$ cat config.mk
export PLATFORM = sky130hd
export DESIGN_NAME = rr_port_arbiter
export DESIGN_NICKNAME = d
export VERILOG_FILES = /design/src/rtl/rr_port_arbiter.sv
export SDC_FILE = /design/constraint.sdc
export NUM_CORES = 1
export LEC_CHECK = 0
export CORE_MARGIN = 1
export CORE_UTILIZATION = 36
export CTS_BUF_LIST = sky130_fd_sc_hd__clkbuf_8 sky130_fd_sc_hd__clkbuf_16
export CTS_CLUSTER_DIAMETER = 200
export DETAILED_ROUTE_END_ITERATION = 8
export GPL_ROUTABILITY_DRIVEN = 0
export PLACE_DENSITY = 0.91
export SLEW_MARGIN = 20
export SYNTH_ARGS = -nofsm -noshare
export SYNTH_HDL_FRONTEND = slang
export SYNTH_SLANG_ARGS = --single-unit
export TNS_END_PERCENT = 50
$ cat constraint.sdc
create_clock -name clk_i -period 2.3 [get_ports clk_i]
set_clock_uncertainty 0.15 [all_clocks]
set_input_delay 0.345 -clock clk_i [delete_from_list [all_inputs] [get_ports clk_i]]
set_output_delay 0.345 -clock clk_i [all_outputs]
set_load 0.1 [all_outputs]
$ cat src/rtl/rr_port_arbiter.sv
// rr_port_arbiter: round-robin pick among enabled pending FIFOs (pndng_i/port_en_i/data_i in, pop_o out) into a one-entry buffer (pndng_o/data_o/grant_o out, popin_i consumes), fwd_cnt_o counts grants
module rr_port_arbiter #(
  parameter int N_PORTS   = 4,
  parameter int PAKG_SIZE = 32
) (
  input  logic                           clk_i,
  input  logic                           rst_i,
  input  logic [N_PORTS-1:0]             pndng_i,
  input  logic [N_PORTS*PAKG_SIZE-1:0]   data_i,
  output logic [N_PORTS-1:0]             pop_o,
  input  logic [N_PORTS-1:0]             port_en_i,
  output logic                           pndng_o,
  output logic [PAKG_SIZE-1:0]           data_o,
  input  logic                           popin_i,
  output logic [$clog2(N_PORTS)-1:0]     grant_o,
  output logic [15:0]                    fwd_cnt_o
);
  localparam int IW = $clog2(N_PORTS);
  logic [N_PORTS-1:0] w_elig;
  logic               w_any;
  logic               w_grant;
  logic [IW-1:0]      w_sel;
  logic [IW-1:0]      w_cand;
  logic [IW-1:0]      r_ptr;
  assign w_elig = pndng_i & port_en_i;
  always_comb begin
    w_any  = 1'b0;
    w_sel  = '0;
    w_cand = '0;
    for (int o = 1; o <= N_PORTS; o++) begin
      w_cand = IW'((int'(r_ptr) + o) % N_PORTS);
      if (!w_any && w_elig[w_cand]) begin
        w_any = 1'b1;
        w_sel = w_cand;
      end
    end
  end
  assign w_grant = rst_i & (~pndng_o | popin_i) & w_any;
  assign pop_o   = w_grant ? {{(N_PORTS-1){1'b0}}, 1'b1} << w_sel : '0;
  always_ff @(posedge clk_i) begin
    if (!rst_i) begin
      pndng_o   <= 1'b0;
      data_o    <= '0;
      grant_o   <= '0;
      r_ptr     <= IW'(N_PORTS - 1);
      fwd_cnt_o <= '0;
    end else if (w_grant) begin
      pndng_o   <= 1'b1;
      data_o    <= data_i[w_sel*PAKG_SIZE +: PAKG_SIZE];
      grant_o   <= w_sel;
      r_ptr     <= w_sel;
      fwd_cnt_o <= fwd_cnt_o + 16'd1;
    end else if (popin_i) begin
      pndng_o   <= 1'b0;
    end
  end
endmodule

# Word-level counts from Yosys, hierarchy flattened
# Cells that the tools add are included.
[word_totals] regBits=53 in_bits=139 elab_cells=47 output_inout_bits=55
[classes] addsub=5 order_cmp=4 reduce_logical=7 shift=2 n_mux=19 bitwise_logic=5
[ops] cell="128-bit by 8-bit indexed part select with 32-bit output" n=1
[ops] cell="16-bit by 1-bit adder with 16-bit output (second input constant)" n=1
[ops] cell="2-bit by 3-bit < comparator with 1-bit output (second input constant)" n=4
[ops] cell="1-bit two-way mux" n=10
[ops] cell="1-bit binary-select mux with 2-bit select" n=4
[ops] cell="2-bit two-way mux" n=4
[ops] cell="2-bit by 1-bit adder with 2-bit output (second input constant)" n=2
[ops] cell="2-bit adder (second input constant)" n=2
[ops] cell="4-bit bitwise AND" n=1
[ops] cell="4-bit two-way mux" n=1
[ops] cell="1-bit by 2-bit left shift with 4-bit output (first input constant)" n=1
[ops] cell="1-bit logical AND" n=3
[ops] cell="1-bit zero test" n=3
[ops] cell="1-bit bitwise AND" n=2
[ops] cell="2-bit nonzero test" n=1
[ops] cell="1-bit NOT" n=1
[ops] cell="1-bit bitwise OR" n=1

# Longest topological paths before layout
# Gate-level depths: netlist (run 1).
[logic_depth] word_depth=15 mapped_depth=8 mapped_depth_nobuf=5

# Worst setup path before layout (run 1)
# OpenSTA, ideal clock, no wires.
[synth_timing] kind="register to output" start="register pndng_o" end="output port pop_o[0]" path_buffers=2 arrival_ns=2.817 required_ns=1.805 path_stages_with_launch=7 path_slack_ns=-1.012 path_cell_list="dfxtp_1 -> nand2b_1 -> nand2_1 -> a211o_1 -> buf_2 -> buf_2 -> nor2_1"
[synth_between] elab_chain_cells=5
[synth_lines] element="start: declaration" line_no="12" rtl="output logic pndng_o,"
[synth_lines] element="start signal: assignment" line_no="42" rtl="pndng_o <= 1'b0;"
[synth_lines] element="start signal: assignment" line_no="48" rtl="pndng_o <= 1'b1;"
[synth_lines] element="start signal: assignment" line_no="54" rtl="pndng_o <= 1'b0;"
[synth_lines] element="1-bit NOT" line_no="38" rtl="assign w_grant = rst_i & (~pndng_o | popin_i) & w_any;"
[synth_lines] element="1-bit bitwise OR" line_no="38"
[synth_lines] element="1-bit bitwise AND (2 in series)" line_no="38"
[synth_lines] element="4-bit two-way mux" line_no="39" rtl="assign pop_o = w_grant ? {{(N_PORTS-1){1'b0}}, 1'b1} << w_sel : '0;"
[synth_lines] element="end: declaration" line_no="10" rtl="output logic [N_PORTS-1:0] pop_o,"
# Every way passes these cells.

# Worst setup path after layout (run 1)
[layout_timing] start="input port popin_i" end="output port pop_o[0]"
[layout_between] elab_chain_cells=4
[layout_lines] element="start: declaration" line_no="14" rtl="input logic popin_i,"
[layout_lines] element="1-bit bitwise OR" line_no="38"
[layout_lines] element="1-bit bitwise AND (2 in series)" line_no="38"
[layout_lines] element="4-bit two-way mux" line_no="39"
# Every way passes these cells.

==> results of run 1 <==
-- worst register-to-register path: stages (launching register included) --
cell	delay (ns)
dfxtp_4	0.39
inv_4	0.07
nor3_4	0.05
nor4_4	0.34
clkbuf_16	0.21
buf_12	0.10
buf_4	0.13
buf_12	0.19
mux2i_1	0.27
o221ai_1	0.13
-- worst min path at each step --
stage	startpoint	to	slack, ns	cells after the start
after global placement	data_o[30]	data_o[30]	0.30	2
after global routing	fwd_cnt_o[15]	fwd_cnt_o[15]	0.35	1
after CTS	data_o[24]	data_o[24]	0.33	2
final	data_o[24]	data_o[24]	0.32	2
after detailed placement	data_o[24]	data_o[24]	0.30	2
after floorplan	r_ptr[1]	r_ptr[1]	0.37	2
-- metal layers --
layer / vias to the layer above / wire [µm] / GRT usage
met1: 1486 / 3620 / 0.246
met2: 155 / 5460 / 0.451
met4: 0 / 304 / 0.0926
li1: 1543 / - / -
met3: 22 / 610 / 0.0536
met5: - / 0 / 0
-- layout make-up --
cell class                      instances  area, µm²
Tap cell                              102        128
Clock buffer                            5       68.8
Inverter                                5       21.3
Clock inverter                          3       25.0
Timing Repair Buffer                  226       2140
Multi-Input combinational cell        225       1770
Fill cell                             607       2500
Sequential cell                        53       1070
-- power groups by stage --
stage | clock (mW) | combinational [mW] | sequential (mW)
floorplan | 0 | 0.472 | 1.88
global placement | 0 | 1.80 | 1.12
detailed placement | 0 | 1.83 | 1.12
CTS | 0.572 | 1.86 | 1.11
global route | 0.608 | 1.94 | 1.12
finish | 0.557 | 1.87 | 1.11
-- per-stage QoR --
step,area [µm²],hold slack (ns),cells
2_1_floorplan,2910,0.372,305
3_3_place_gp,4990,0.296,602
3_5_place_dp,4990,0.303,602
4_1_cts,5170,0.330,615
5_1_grt,5220,0.346,619
6_report,5220,0.322,619
-- Yosys cell counts --
cell type and number:
and2_1 10, and4_1 1, o21bai_1 1, nor3b_1 1
clkbuf_1 8, buf_2 6, or3_1 1, inv_1 5
mux2i_1 69, nand3_1 8, buf_8 1, a22o_1 2
nand4_1 1, buf_6 1, a211oi_1 2, o221ai_1 32
o32ai_1 1, xor2_1 4, nand2b_1 4, a211o_1 1
o21ai_0 4, o2111ai_2 1, dfxtp_1 53, nor4_1 1
nor4_2 1, nor3_1 6, nor3_2 1, ha_1 1
o211a_1 2, a21oi_1 3, nor2_1 6, o211ai_1 1
buf_4 6, o21a_1 1, xnor2_1 3, nand2_1 50
a21boi_0 3, and3_1 3
-- what timing repair did --
action	4_1_cts	5_1_grt
pin swaps	7	8
endpoints found under the setup margin	4	5
resized for setup	19	18
setup buffers	5	4
-- registers in the layout, indices dropped and copies added (netlist names) --
signal     count
data_o        32
fwd_cnt_o     16
r_ptr          2
grant_o        2
pndng_o        1
-- kinds of logic after synthesis --
kind of cell / count (synthesis)
compound gates: 54
xor+xnor: 7
fa+ha+maj: 1
buf+inv: 27
flops: 53
mux: 69
simple gates: 94
==> reports/summary.txt, run 1 <==
Outcome: finished, final reports clean
Reg-to-Reg Start: r_ptr[1]
Vias: 3206
Worst-path clk slew: 0.10 ns
Final net count: 656
Sequential share of power: 0.313
CP cell instances: clkdlybuf4s50_1 > nand2b_1 > nand2_1 > a211o_1 > nor2_4 > buf_12
CTS tree: built
Cell family with most CP delay: buffers and inverters
Critical path endpoint category: output pin
Pre-CTS setup slack: -0.289 ns
Cell Area, Synth: 0.00287 mm²
Most frequent cells in the layout: clkdlybuf4s50_1 (130), buf_4 (78), mux2i_1 (69)
Register area share after synthesis: 0.370
Count of pins over their slew limit: 0
Int Pwr: 1.91 mW
Switch Pwr: 1.63 mW
Core Box Area: 0.00773 mm²
1st-iter DRT viols: 83
Post-route ant nets: 0
CTS Buf Count: 5
Area added between synthesis and finish: 82.3%
Worst VDD drop: 0.000339 V
CTS Buffer Depth: 2
DR WL/cell: 16.2 µm
Area contributors post-synth: dfxtp_1 (37%), mux2i_1 (24%), o221ai_1 (9.8%), nand2_1 (6.6%), and2_1 (2.2%)
P_leak: 2.35 nW
Cell Pwr Density: 678 mW/mm²
Initial antenna violation count: 0
Global route total overflow: 0
Die height: 91.2 µm
Crit path from: popin_i
Synth Area per Inst: 9.39 µm²
Leading cell type in the layout, fill and taps excluded: clkdlybuf4s50_1
Yosys cell types: 38
Critical Path RT: 1.80 ns
Initial core utilization: 0.371
Share of the synthesized area in the top cell type: 0.370
Synthesized flop and latch total: 53
DR pass1 iterations: 4
Clock share of power: 0.157
# IOs: 194
Post-synthesis compound-gate area fraction: 0.155
Fin crit period: 2.26 ns
Hold Vio Cnt, Final: 0
Mux cell area share after synthesis: 0.241
R2R Setup Slk: 0.13 ns
Post-CTS Hold Buffers: 0
Worst reg2reg path depth: 9
Worst Setup Path Type: in2out
Fin util: 0.676
Final wirelength: 10.0 mm
Worst Hold Class: reg2reg
Crit Path Max Fanout: 3
First-pass GRT wire length: 15.6 mm
Pin count of the biggest net entering global routing: 35
Critical Path End: pop_o[0]
WP buf/inv: 2
Worst-skew pair later-pin latency: 0.32 ns
Post-Synth Adder-Cell Area: 0.00437
Post-Synthesis Net Count: 445
DR DRC count: 0
Worst Path Arrival: 1.77 ns
CP max stage cell: clkdlybuf4s50_1
Worst r2r dst: data_o[13]
GRT Resource Usage Total: 0.235
Antenna fix cells: 0
Via density: 5.18
Die Wd: 91.2 µm
Maximum clock frequency: 0.442 GHz
Net Sw Frac: 0.459
Setup violators final: 0
I/O Buffers: 193
Worst slew pin tran: 0.379 ns
H-tree lvl count: 2
Clock sink count: 53
Main combinational cell family by area after synthesis: multiplexers
Critical path launch point type: primary input
Vias in the first global route: 3313
Total die area: 0.00832 mm²
Max-cap check violation count: 0
Fin crit share: 0.984
Slowest stage delay, CP: 0.45 ns
Row count: 32
Comb power frac: 0.529
Total negative setup slack: 0 ns
Share of cells above drive strength 1: 0.246
Dominant cell type by area after synthesis: dfxtp_1
Root cell of the clock tree: clkbuf_8
RSZ-0062 raised after global routing: yes
Max-slew headroom at the worst pin: 0.748
DPL Wire Length: 7.96 mm
Critical Path Stages: 6
Post-Synth XOR/XNOR Area: 0.0214
Final WS setup: 0.0364 ns
Simple-Gate Fraction of Synth Area: 0.155
Syn Inst Count: 305
Power consumption: 3.54 mW
Synth warnings: 0
No activity file was read; power rests on OpenSTA's default activity.
==> run 2, diff against run 1 <==
--- a/config.mk
+++ b/config.mk
@@ -9,6 +9,7 @@
 export CORE_UTILIZATION = 36
 export CTS_BUF_LIST = sky130_fd_sc_hd__clkbuf_8 sky130_fd_sc_hd__clkbuf_16
 export CTS_CLUSTER_DIAMETER = 200
+export CTS_CLUSTER_SIZE = 40
 export DETAILED_ROUTE_END_ITERATION = 8
 export GPL_ROUTABILITY_DRIVEN = 0
 export PLACE_DENSITY = 0.91
==> results of run 2 <==
The final DEF is identical to that of run 1; final timing and power are the same.
